===== src/rtl/pulse_pkg.sv =====
// Shared types and default sizing for the pulse stretcher.
package pulse_pkg;

    typedef enum logic [1:0] {
        ST_IDLE,
        ST_HIGH,
        ST_GAP
    } stretch_state_t;

    localparam int DEF_HIGH_CYCLES = 4;
    localparam int DEF_GAP_CYCLES  = 1;
    localparam int DEF_MAX_PENDING = 3;

    // The down-counter only ever holds (cycles - 1), so clog2 of the larger phase
    // length is enough. It never collapses below one bit.
    function automatic int cnt_width(input int high_cycles, input int gap_cycles);
        int longest;
        longest = (high_cycles > gap_cycles) ? high_cycles : gap_cycles;
        return (longest <= 1) ? 1 : $clog2(longest);
    endfunction

endpackage


===== src/rtl/pulse_stretcher.sv =====
// Turns single-cycle request strobes into fixed-width level bursts
// (HIGH_CYCLES high, then GAP_CYCLES low). Strobes that arrive during a burst
// are queued in a saturating counter and served back to back.
//
//  state   | meaning
//  --------+-------------------------------------------------------------
//  IDLE    | nothing in service, level_out low
//  HIGH    | burst in progress, level_out high, counter counts down
//  GAP     | mandatory low gap after a burst; its last cycle may restart
module pulse_stretcher
    import pulse_pkg::*;
#(
    parameter int HIGH_CYCLES = DEF_HIGH_CYCLES,
    parameter int GAP_CYCLES  = DEF_GAP_CYCLES,
    parameter int MAX_PENDING = DEF_MAX_PENDING,
    parameter int PEND_W      = $clog2(MAX_PENDING + 1)
) (
    input  logic              clk,
    input  logic              rst,
    input  logic              pulse_in,
    input  logic              clr_overflow,
    output logic              level_out,
    output logic              busy,
    output logic [PEND_W-1:0] pending,
    output logic              overflow
);

    localparam int CNT_W = cnt_width(HIGH_CYCLES, GAP_CYCLES);
    localparam logic [CNT_W-1:0]  HIGH_LOAD = CNT_W'(HIGH_CYCLES - 1);
    localparam logic [CNT_W-1:0]  GAP_LOAD  = CNT_W'(GAP_CYCLES - 1);
    localparam logic [PEND_W-1:0] PEND_MAX  = PEND_W'(MAX_PENDING);

    stretch_state_t    state_q, state_d;
    logic [CNT_W-1:0]  cnt_q, cnt_d;
    logic [PEND_W-1:0] pend_d;
    logic              ovf_set;
    logic              ovf_d;
    logic              cnt_done;

    assign cnt_done = (cnt_q == '0);

    // State, counter and registered outputs; reset clears everything at once.
    always_ff @(posedge clk or negedge rst) begin
        if (!rst) begin
            state_q   <= ST_IDLE;
            cnt_q     <= '0;
            pending   <= '0;
            overflow  <= 1'b0;
            level_out <= 1'b0;
            busy      <= 1'b0;
        end else begin
            state_q   <= state_d;
            cnt_q     <= cnt_d;
            pending   <= pend_d;
            overflow  <= ovf_d;
            level_out <= (state_d == ST_HIGH);
            busy      <= (state_d != ST_IDLE);
        end
    end

    // Next state, counter reload/decrement, queue bookkeeping and sticky overflow.
    always_comb begin
        state_d = state_q;
        cnt_d   = cnt_q;
        pend_d  = pending;
        ovf_set = 1'b0;

        case (state_q)
            ST_IDLE: begin
                if (pulse_in) begin
                    state_d = ST_HIGH;
                    cnt_d   = HIGH_LOAD;
                end
            end
            ST_HIGH: begin
                if (cnt_done) begin
                    state_d = ST_GAP;
                    cnt_d   = GAP_LOAD;
                end else begin
                    cnt_d = cnt_q - CNT_W'(1);
                end
                if (pulse_in) begin
                    if (pending == PEND_MAX) ovf_set = 1'b1;
                    else                     pend_d  = pending + PEND_W'(1);
                end
            end
            ST_GAP: begin
                if (cnt_done) begin
                    // Restart point: a live strobe is served directly, otherwise one
                    // queued request is consumed. Nothing can overflow here.
                    if (pulse_in || (pending != '0)) begin
                        state_d = ST_HIGH;
                        cnt_d   = HIGH_LOAD;
                        if (!pulse_in) pend_d = pending - PEND_W'(1);
                    end else begin
                        state_d = ST_IDLE;
                    end
                end else begin
                    cnt_d = cnt_q - CNT_W'(1);
                    if (pulse_in) begin
                        if (pending == PEND_MAX) ovf_set = 1'b1;
                        else                     pend_d  = pending + PEND_W'(1);
                    end
                end
            end
            default: begin
                state_d = ST_IDLE;
                cnt_d   = '0;
            end
        endcase

        ovf_d = (overflow & ~clr_overflow) | ovf_set;
    end

endmodule


===== config.mk =====
export PLATFORM = sky130hd
export DESIGN_NAME = pulse_stretcher
export DESIGN_NICKNAME = d
export VERILOG_FILES = /design/src/rtl/pulse_pkg.sv /design/src/rtl/pulse_stretcher.sv
export SDC_FILE = /design/constraint.sdc
export NUM_CORES = 1
export LEC_CHECK = 0
export BUFFER_PORTS_ARGS = -buffer_cell sky130_fd_sc_hd__buf_2
export CAP_MARGIN = 10
export CELL_PAD_IN_SITES_DETAIL_PLACEMENT = 0
export CELL_PAD_IN_SITES_GLOBAL_PLACEMENT = 1
export CORE_MARGIN = 2
export CORE_UTILIZATION = 35
export CTS_CLUSTER_SIZE = 16
export DETAILED_ROUTE_END_ITERATION = 6
export PLACE_DENSITY = 0.64
export RECOVER_POWER = 25
export SYNTH_ARGS = -nofsm -noshare
export SYNTH_HDL_FRONTEND = slang
export SYNTH_SLANG_ARGS = --single-unit

===== constraint.sdc =====
create_clock -name clk -period 2.1 [get_ports clk]
set_clock_uncertainty 0.2 [all_clocks]
set_input_delay 0.21 -clock clk [delete_from_list [all_inputs] [get_ports clk]]
set_output_delay 0.21 -clock clk [all_outputs]
set_load 0.05 [all_outputs]

# ---- Word-level counts from Yosys, hierarchy flattened
# Index checks and enable logic that the tools add are counted.
dict set report classes {
  add_sub_neg 3
  eq_ne 7
  n_mux 20
  n_bitwise 3
  reduce_logical 8
}
# cell count
set ops {}
lappend ops {{$mux W2} 12}
lappend ops {{$pmux W2 S3} 2}
lappend ops {{$ne A3 B3 Y1 const B} 2}
lappend ops {{$reduce_bool A2 Y1} 3}
lappend ops {{$eq A2 B1 Y1 const B} 2}
lappend ops {{$eq A2 B2 Y1 const B} 2}
lappend ops {{$logic_not A2 Y1} 2}
lappend ops {{$mux W1} 4}
lappend ops {{$pmux W2 S2} 1}
lappend ops {{$sub A2 B1 Y2 const B} 2}
lappend ops {{$reduce_and A3 Y1} 1}
lappend ops {{$add A2 B1 Y2 const B} 1}
lappend ops {{$ne A2 B2 Y1 const B} 1}
lappend ops {{$pmux W1 S2} 1}
lappend ops {{$reduce_and A2 Y1} 1}
lappend ops {{$and A1 B1 Y1} 1}
lappend ops {{$logic_or A1 B1 Y1} 1}
lappend ops {{$not A1 Y1} 1}
lappend ops {{$or A1 B1 Y1} 1}
dict set report totals {
  regBits 9
  inputBits 4
  output_inout_bits 5
  wordCells 47
}

# ---- Longest topological paths before layout
# Gate-level depths: netlist (run 1).
dict set report logic_depth {
  word_depth 6
  depth_mapped 6
  mapped_depth_nobuf 5
}

# ---- Worst setup path before layout (run 1)
# No wires, ideal clock.
dict set report synth_path {
  path_kind {flip-flop to flip-flop}
  start {reg pending[0]}
  end {reg pending[1]}
  setup_ns 0.120
  arrival_ns 1.682
  required_time_ns 1.780
  slack_ns 0.099
  stages_incl_launch_ff 6
  n_path_buf 0
  synth_period_minus_slack_ns 2.001
  path_cell_list {dfrtp_1 inv_1 ha_1 o211a_1 or2_1 o22a_2}
}
dict set report synth_via {
  elab_chain_cells 5
  elab_cells_between_ends 13
  cone_classes {2 x add/sub; 2 x eq/ne; 6 x mux; 3 x reduce/logical}
}
# element line_no
set synth_lines {}
lappend synth_lines {{start, declared} pulse_stretcher.sv:24} ;# output logic [PEND_W-1:0] pending,
lappend synth_lines {{start signal, assigned} pulse_stretcher.sv:54} ;# pending <= pend_d;
lappend synth_lines {{$add A2 B1 Y2 (tied with other cells)} {pulse_stretcher.sv:84, pulse_stretcher.sv:102}}
lappend synth_lines {{$mux W2 (on tied branches)} {pulse_stretcher.sv:83, pulse_stretcher.sv:101, pulse_stretcher.sv:94}}
lappend synth_lines {{$mux W2 (on tied branches)} {pulse_stretcher.sv:100, pulse_stretcher.sv:91}}
lappend synth_lines {{$mux W2} pulse_stretcher.sv:88} ;# if (cnt_done) begin
lappend synth_lines {{$pmux W2 S2} pulse_stretcher.sv:68} ;# case (state_q)
# Several ways; a longest one is shown, not always the timed one. The select of a mux whose other input is x is not followed.
# A chain may end at the register's enable or synchronous reset.

# ---- Worst setup path after layout (run 1)
dict set report layout_path {
  start {reg state_q[0]}
  end {reg cnt_q[1]}
}
dict set report layout_via {
  elab_chain_cells 3
  elab_cells_between_ends 7
  cone_classes {4 x eq/ne; 1 x mux; 2 x reduce/logical}
}
# element line_no
set layout_lines {}
lappend layout_lines {{start, declared} pulse_stretcher.sv:33} ;# stretch_state_t state_q, state_d;
lappend layout_lines {{start signal, assigned} pulse_stretcher.sv:52} ;# state_q <= state_d;
lappend layout_lines {{$eq A2 B2 Y1 or $logic_not A2 Y1 (tied branches)} pulse_stretcher.sv:68}
lappend layout_lines {{$ne A3 B3 Y1 (no source line) or $ne A2 B2 Y1 (tied branches)} n/a}
lappend layout_lines {{$reduce_and A2 Y1 (no source line)} n/a}
lappend layout_lines {{end signal, assigned} pulse_stretcher.sv:53} ;# cnt_q <= cnt_d;
lappend layout_lines {{end, declared} pulse_stretcher.sv:34} ;# logic [CNT_W-1:0] cnt_q, cnt_d;
# Several ways; a longest one is shown, not always the timed one.

==> results.json, run 1 <==
{
  "maxSlewViolCount": 0,
  "dp_slack_ps": 230.6,
  "cts_max_level": 1,
  "initial_core_util_pct": 37.78,
  "dp_hpwl_microns": 961.3,
  "worstSetupPathType": "reg -> reg",
  "swShare_pct": 49.04,
  "crit_arrival_ps": 1800,
  "p_per_area_mw_per_mm2": 1471,
  "syn_to_final_growth_pct": 15.18,
  "synth_warnings": 0,
  "synth_edf_count": 0,
  "die-area_sq_mm": 0.002247,
  "worstSetupEndpointType": "flop",
  "syn_nets": 81,
  "root_buffer": "clkbuf_4",
  "post-route-drc-count": 0,
  "holdPathStages": 3,
  "antenna_cells": 0,
  "clkSinkCount": 9,
  "slowest_stage": "dfrtp_1",
  "hold_start": "pulse_in",
  "critPathMaxStageDelay_ps": 430,
  "synthCells": 66,
  "via_count": 548,
  "post_drt_wl_per_cell_microns": 12.27,
  "p_seq_share_pct": 28.9,
  "max_freq_ghz": 0.5370,
  "overflow": 0,
  "antenna_found_initial": 0,
  "path_max_fanout": 10,
  "cap_violations": 0,
  "internal-power_w": 0.0005692,
  "run_status": "complete, no violations",
  "drt_iter0_drc": 9,
  "ys_seq_elements": 9,
  "syn_area_sq_um": 659.4,
  "cts_resized": 0,
  "p_leak_nw": 0.3724,
  "clock_latency_ps": 260,
  "rsz0062_at_grt": "false",
  "vdd_drop_max_mv": 0.6350,
  "grt_max_degree": 11,
  "ys.flop_type": "dfrtp_1",
  "synth-async-reset-ratio_pct": 100.0,
  "critical_path_required_ps": 2040,
  "die_w_microns": 47.41,
  "via_per_inst": 5.320,
  "synth.most_common_cell": "ha_1",
  "cp-start-kind": "flop",
  "reg2reg_from": "state_q[0]",
  "crit_chain": "inv_1 -> ha_1 -> a31oi_1 -> nor2_1 -> mux2_2",
  "synth_area_per_cell_sq_um": 9.991,
  "cts_buffers": 3,
  "hold_viol": 0,
  "tritoncts": "yes",
  "setup-tns-final_ps": 0,
  "min_period_ps": 1862,
  "gp_congestion": 0.7534,
  "core_sq_mm": 0.001745,
  "switching_power_w": 0.0005477,
  "r2r-end": "cnt_q[1]",
  "path_clk_slew_ps": 70,
  "worst_slew_pin_slew_ps": 489.8,
  "die_h_microns": 47.41,
  "yosysTopAreaCell": "dfrtp_1",
  "hold_path_class": "in -> reg",
  "drtAntennaViolNets": 0,
  "worst_slack_ps": 237.9,
  "clkPwrFrac_pct": 12.2,
  "utilization_pct": 43.51,
  "drive_above_1_share_pct": 19.23,
  "num_rows": 15,
  "cts_buffer_depth": 2,
  "grt_pass1_wl_microns": 2145,
  "r2r_setup_slack_ps": 240,
  "synth_cell_types": 28,
  "ys_top_cells_by_area": "dfrtp_1, ha_1, inv_1, o31ai_1, o211a_1",
  "yosys-top-cells-count": "ha_1, dfrtp_1, inv_1",
  "grtUsageTotal_pct": 14.11,
  "max_slew_margin_pct": 67.35,
  "totalWireLength_microns": 1264,
  "pin_count": 9,
  "nets": 94,
  "hold_end": "overflow",
  "post-route-period-util_pct": 88.67,
  "portBuffers": 8,
  "grt_pass1_vias": 506,
  "combPwrFrac_pct": 58.9,
  "drt-pass1-iter-count": 4,
  "ys_seq_area_share_pct": 34.16,
  "worstRegToRegCells": 5,
  "synth_top_area_share_pct": 34.16,
  "final-setup-viol-count": 0
}
-- placed cells by master (no fill, tap or decap), drive strengths merged, types with 2 or more instances in the layout --
cell and count:
clkbuf 5, dfrtp 9, inv 8, o211a 2
buf 7, o31ai 3, dlygate4sd3 2, ha 11
o21ai 4, nand2b 2, a31oi 3, a21oi 3
nor2 3
-- critical path, delay by kind of cell (launching register included) --
kind / cells / cell delay [ps]
buffers and inverters: 1 / 100
AO/OA/AOI/OAI: 1 / 140
multiplexers: 1 / 350
flip-flops: 1 / 430
AND/OR/NAND/NOR: 1 / 180
adder cells (fa/ha/maj): 1 / 330
-- stage by stage --
step                      power (W)  std cells  area (sq um)  hold slack [ps]
after floorplan           0.0008375         66         659.4           -285.6
after global placement    0.0009888         97         714.4           -126.6
after detailed placement  0.0009867         97         714.4           -124.8
after CTS                  0.001126        103         760.7            112.1
after global routing       0.001228        103         759.5            135.3
final                      0.001117        103         759.5            114.2
-- power groups by stage --
stage                     logic, W  registers (W)  clock network [W]
final                     0.000658       0.000323           0.000136
after global routing      0.000740       0.000336           0.000152
after CTS                 0.000666       0.000322           0.000138
after detailed placement  0.000662       0.000325                  0
after global placement    0.000666       0.000323                  0
after floorplan           0.000376       0.000462                  0
-- how the worst max path moves through the flow --
stage                          start         end  slack [ps]
after CTS                 state_q[0]    cnt_q[1]         220
after global placement    state_q[0]    cnt_q[1]         230
after detailed placement  state_q[0]    cnt_q[1]         230
after global routing      state_q[0]   level_out         100
final                     state_q[0]    cnt_q[1]         240
after floorplan           pending[0]  pending[1]         100
-- cells by family (layout without fill, tap and decap cells) --
family | Yosys count | count (layout) | synth area share (%)
AOI/OAI and AO/OA | 22 | 22 | 23.53
and+or+nand+nor | 13 | 13 | 12.71
adders and majority gates | 11 | 11 | 20.87
buffers and inverters | 10 | 22 | 7.020
DFF | 9 | 9 | 34.16
muxes | 1 | 1 | 1.708
-- state kept, by name, indices dropped and copies added, names as in the netlist --
register and cells:
pending 2, state_q 2, overflow 1, cnt_q 2, busy 1, level_out 1
-- final cells by class --
| class | count | area (sq um) |
|---|---|---|
| inverters | 8 | 30.03 |
| flip-flops and latches | 9 | 225.2 |
| repair buffers | 10 | 58.81 |
| fillers | 180 | 985.9 |
| multi-input cells | 47 | 387.9 |
| clock buffers | 4 | 26.28 |
| well taps | 25 | 31.28 |
-- metal layers --
| metal | vias up | global-route usage, % | share of wire, % |
|---|---|---|---|
| met4 | 0 | 10.00 | 3.4 |
| met3 | 4 | 2.308 | 3.6 |
| met1 | 260 | 17.84 | 45 |
| met5 | - | 0 | 0 |
| met2 | 17 | 21.62 | 48 |
| li1 | 267 | - | - |
-- what timing repair did --
item,in CTS,in global routing
setup buffers,0,0
hold buffers,2,0
hold endpoints to repair,10,0
(Power assumes the default switching activity.)
==> run 2: changes to the inputs <==
--- a/config.mk
+++ b/config.mk
@@ -9,7 +9,6 @@
 export CAP_MARGIN = 10
 export CELL_PAD_IN_SITES_DETAIL_PLACEMENT = 0
 export CELL_PAD_IN_SITES_GLOBAL_PLACEMENT = 1
-export CORE_MARGIN = 2
 export CORE_UTILIZATION = 35
 export CTS_CLUSTER_SIZE = 16
 export DETAILED_ROUTE_END_ITERATION = 6
==> run 2 against run 1 <==
  * Critical path depth stayed put
  * Clock-buffer cell count unchanged
  * Non-clock buffer count unchanged
  * Sequential power is essentially flat
  * Final cell count is the same
  * Die area shrank 8.3%
  * Total power shrank 0.12%
  * Worst setup slack improved by 24 ps
  * Sequential cell count unchanged
  * Clock power is essentially flat
  * Via count shrank 1.1%
  * Highest routed layer unchanged
==> results.json, run 2 (synthesis gave the netlist of run 1 again) <==
{
  "max_slew_margin_pct": 68.31,
  "p_leak_nw": 0.3724,
  "post-route-period-util_pct": 87.53,
  "drive_above_1_share_pct": 19.23,
  "maxSlewViolCount": 0,
  "syn_to_final_growth_pct": 15.18,
  "initial_core_util_pct": 37.78,
  "run_status": "complete, no violations",
  "post-route-drc-count": 0,
  "max_freq_ghz": 0.5440,
  "place_inst": 97,
  "worstSetupEndpointType": "flop",
  "setup-tns-final_ps": 0,
  "post_drt_wl_per_cell_microns": 12.10,
  "via_per_inst": 5.262,
  "die-area_sq_mm": 0.002062,
  "nets": 94,
  "final-setup-viol-count": 0,
  "worst_slew_pin_slew_ps": 475.4,
  "pin_count": 9,
  "final_cell_mix": "ha_1, dfrtp_1, inv_1, buf_2, o21ai_0",
  "finalPower_w": 0.001116,
  "detailed_place.area_sq_um": 714.4,
  "grt_pass1_wl_microns": 2035,
  "die_w_microns": 45.41,
  "clkSinkCount": 9,
  "core_sq_mm": 0.001745,
  "cp-start-kind": "flop",
  "top_regs": "cnt_q x2, pending x2, state_q x2",
  "worstSetupPathType": "reg -> reg",
  "rsz0062_at_grt": "false",
  "grt_max_degree": 11,
  "post-cts-setup-buffer-count": 0,
  "gp_congestion": 0.7940,
  "nFillCells": 183,
  "drt-pass1-iter-count": 4,
  "totalWireLength_microns": 1246,
  "grtUsageTotal_pct": 14.40,
  "p_per_area_mw_per_mm2": 1469,
  "cts_resized": 0,
  "via_count": 542,
  "cts_buffers": 3,
  "portBuffers": 8,
  "grt_pass1_vias": 487,
  "drt_iter0_drc": 4,
  "cts_max_level": 1,
  "min_period_ps": 1838,
  "cap_violations": 0,
  "overflow": 0,
  "final_cell_area_sq_um": 759.5,
  "crit_arrival_ps": 1790,
  "path_clk_slew_ps": 60,
  "hold_path_class": "in -> reg",
  "root_buffer": "clkbuf_4",
  "num_rows": 15,
  "stdcell_count": 103,
  "cts_buffer_depth": 2,
  "clock_latency_ps": 260,
  "vdd_drop_max_mv": 0.5881,
  "hold_viol": 0,
  "critical_path_required_ps": 2050,
  "die_h_microns": 45.41,
  "dp_hpwl_microns": 960.5,
  "tritoncts": "yes",
  "antenna_found_initial": 0,
  "final_common_cell": "ha_1",
  "path_max_fanout": 10,
  "drtAntennaViolNets": 0,
  "antenna_cells": 0
}
-- run 2: cell counts in the layout (fill, tap and decap cells not counted) --
No cell type changed its count.
-- run 2: critical path, cell delays in order, from the launching register on --
cell and delay, ps:
dfrtp_1 430, inv_1 100, ha_1 350, a31oi_1 140
nor2_1 160, mux2_2 350
-- run 2: power by group --
group	switching [W]	leakage, nW	internal, W	total [W]
sequential	0.0000662	0.105	0.000255	0.000321
combinational	0.000418	0.252	0.000242	0.000660
clock	0.0000615	0.0150	0.0000733	0.000135
total	0.000545	0.372	0.000570	0.00112
-- run 2: metrics by stage --
step           worst slack (ps)  hold WS [ps]  util, %
6_report                  261.9         142.5    43.51
3_3_place_gp              240.6        -127.5    40.93
4_1_cts                   261.5         123.4    43.58
3_5_place_dp              262.5        -127.2    40.93
2_1_floorplan             98.79        -285.6        -
5_1_grt                   160.2         164.2    43.51
-- run 2: final timing paths --
path	startpoint	to	slack, ps	cells past startpoint
setup reg to reg	state_q[0]	cnt_q[1]	260	5
max in group asynchronous	rst	pending[1]	1170	2
hold reg to reg	pending[1]	pending[1]	340	1
hold / removal	pulse_in	overflow	140	3
setup / recovery	state_q[0]	cnt_q[1]	260	5
min in group asynchronous	rst	cnt_q[1]	210	2
-- run 2: cell type report --
| cell class | instances | area, sq um | share of cell area, % |
|---|---|---|---|
| clock buffers | 4 | 26.28 | 3.460 |
| repair buffers | 10 | 58.81 | 7.743 |
| flip-flops and latches | 9 | 225.2 | 29.65 |
| inverters | 8 | 30.03 | 3.954 |
| multi-input cells | 47 | 387.9 | 51.07 |
| well taps | 25 | 31.28 | 4.119 |
-- run 2: timing repair --
| item | in CTS | in global routing |
|---|---|---|
| hold endpoints to repair | 10 | 0 |
| hold buffers | 2 | 0 |
| endpoints found under the setup margin | 0 | 0 |
-- run 2: metal layers --
layer / track usage (%) / up-vias / routed length, microns / part of all wire [%]
met5: 0 / - / 0 / 0
met4: 9.091 / 0 / 12 / 0.96
met3: 4.762 / 2 / 76 / 6.1
met2: 22.57 / 23 / 577 / 46
met1: 16.75 / 250 / 580 / 47
li1: - / 267 / - / -
==> run 3: changes to the inputs <==
--- a/config.mk
+++ b/config.mk
@@ -14,6 +14,7 @@
 export DETAILED_ROUTE_END_ITERATION = 6
 export PLACE_DENSITY = 0.64
 export RECOVER_POWER = 25
+export SETUP_SLACK_MARGIN = 0.4
 export SYNTH_ARGS = -nofsm -noshare
 export SYNTH_HDL_FRONTEND = slang
 export SYNTH_SLANG_ARGS = --single-unit
==> run 3 against run 2 <==
  * Cell area up 15%
  * Final cell count up 4.9%
  * Sequential power up 5%
==> results.json, run 3 (synthesis gave the netlist of run 1 again) <==
{
  "run_status": "complete, no violations",
  "pin_count": 9,
  "top_regs": "cnt_q x2, pending x2, state_q x2",
  "drt_iter0_drc": 3,
  "root_buffer": "clkbuf_4",
  "die_w_microns": 45.41,
  "final-setup-viol-count": 0,
  "post_drt_wl_per_cell_microns": 14.06,
  "cts_buffer_depth": 2,
  "setup-tns-final_ps": 0,
  "clkPwrFrac_pct": 10.6,
  "initial_core_util_pct": 37.78,
  "grt_max_degree": 11,
  "gr-max-usage-layer": "met1",
  "finalPower_w": 0.001326,
  "max_slew_margin_pct": 62.74,
  "syn_to_final_growth_pct": 32.45,
  "totalWireLength_microns": 1518,
  "multi_input_area_sq_um": 459.2,
  "worstSetupEndpointType": "flop",
  "met3_usage_pct": 4.365,
  "met1_usage_pct": 24.32,
  "critical_path_required_ps": 2040,
  "hold_viol": 0,
  "utilization_pct": 50.04,
  "drtAntennaViolNets": 0,
  "p_leak_nw": 0.3836,
  "worstRegToRegCells": 5,
  "core_sq_mm": 0.001745,
  "worst_slew_pin_slew_ps": 558.9,
  "p_per_area_mw_per_mm2": 1518,
  "tritoncts": "yes",
  "grtUsageTotal_pct": 16.05,
  "grt_pass1_vias": 504,
  "switching_power_w": 0.0006322,
  "combPwrFrac_pct": 63.9,
  "path_clk_slew_ps": 70,
  "nets": 99,
  "post-route-period-util_pct": 81.01,
  "clock_latency_ps": 260,
  "cp-start-kind": "flop",
  "antenna_cells": 0,
  "die_h_microns": 45.41,
  "gp_congestion": 0.7749,
  "grt_pass1_wl_microns": 2332,
  "drive_above_1_share_pct": 43.37,
  "holdPathStages": 3,
  "crit_arrival_ps": 1640,
  "hold_path_class": "in -> reg",
  "via_per_inst": 4.954,
  "min_period_ps": 1701,
  "nFillCells": 182,
  "stdcell_count": 108,
  "portBuffers": 8,
  "final_common_cell": "buf_2",
  "path_max_fanout": 10,
  "post-route-drc-count": 0,
  "gr-usage-met2_pct": 21.14,
  "drt-pass1-iter-count": 2,
  "max_freq_ghz": 0.5878,
  "maxSlewViolCount": 0,
  "vdd_drop_max_mv": 0.6488,
  "swShare_pct": 47.69,
  "internal-power_w": 0.0006934,
  "clkSinkCount": 9,
  "die-area_sq_mm": 0.002062,
  "via_count": 535,
  "area.sequential_sq_um": 230.2,
  "cap_violations": 0,
  "cts_max_level": 1,
  "place_inst": 97,
  "num_rows": 15,
  "cts_buffers": 3,
  "p_seq_share_pct": 25.5,
  "antenna_found_initial": 0,
  "overflow": 0,
  "dp_hpwl_microns": 977.8,
  "rsz0062_at_grt": "true",
  "hold_ws_ps": 107.5,
  "worstSetupPathType": "reg -> reg"
}
run 3: cell types whose count changed in the layout (fill, tap and decap cells not counted):
cell	previous run	this run
a31oi_1	3	2
a31oi_2	0	1
buf_4	0	5
dfrtp_1	9	5
dfrtp_2	0	4
ha_1	11	5
ha_2	0	1
ha_4	0	5
inv_1	8	3
inv_2	0	5
o21ai_0	4	3
o21ai_1	0	1
run 3: worst paths after layout:
kind	endpoint	slack [ps]	start
worst max-delay path	cnt_q[1]	400	state_q[0]
worst min-delay path	overflow	110	pulse_in
worst max register to register	cnt_q[1]	400	state_q[0]
worst min register to register	pending[0]	320	pending[0]
max in group asynchronous	state_q[1]	1050	rst
min in group asynchronous	cnt_q[0]	240	rst
run 3: area by class of cell:
cell class / count / share of cell area, %
Clock buffer: 4 / 3.009
Multi-Input combinational cell: 47 / 52.58
Sequential cell: 9 / 26.36
Timing Repair Buffer: 15 / 11.03
Tap cell: 25 / 3.582
Inverter: 8 / 3.438
run 3: power by group through the flow:
stage | sequential (W) | clock (W) | combinational (W)
floorplan | 0.000467 | 0 | 0.000384
global placement | 0.000329 | 0 | 0.000670
detailed placement | 0.000334 | 0 | 0.000665
CTS | 0.000333 | 0.000144 | 0.000691
global route | 0.000353 | 0.000160 | 0.000934
finish | 0.000338 | 0.000140 | 0.000847
run 3: through the flow:
step	cell area (sq um)	setup WS [ps]
finish	873.3	398.9
floorplan	674.4	343.3
global placement	729.5	305.6
CTS	793.3	380.3
detailed placement	729.5	263.7
global route	873.3	346.6
run 3: timing repair:
action | CTS | global route
pin swaps | 0 | 1
endpoints found under the setup margin | 7 | 6
resized for setup | 5 | 11
hold buffers | 2 | 0
gates cloned | 0 | 0
setup buffers | 0 | 5
hold endpoints to repair | 10 | 0
run 3: critical path, stage by stage (launching register included):
cell and delay [ps]:
dfrtp_2 450, inv_2 120, ha_4 200, a31oi_2 100
nor2_1 170, mux2_2 350
run 3: metal layers:
layer	part of all wire, %	vias up	routed length [microns]
li1	-	272	-
met1	50	253	757
met2	47	8	708
met3	2.6	2	39
met4	0.79	0	12
met5	0	-	0
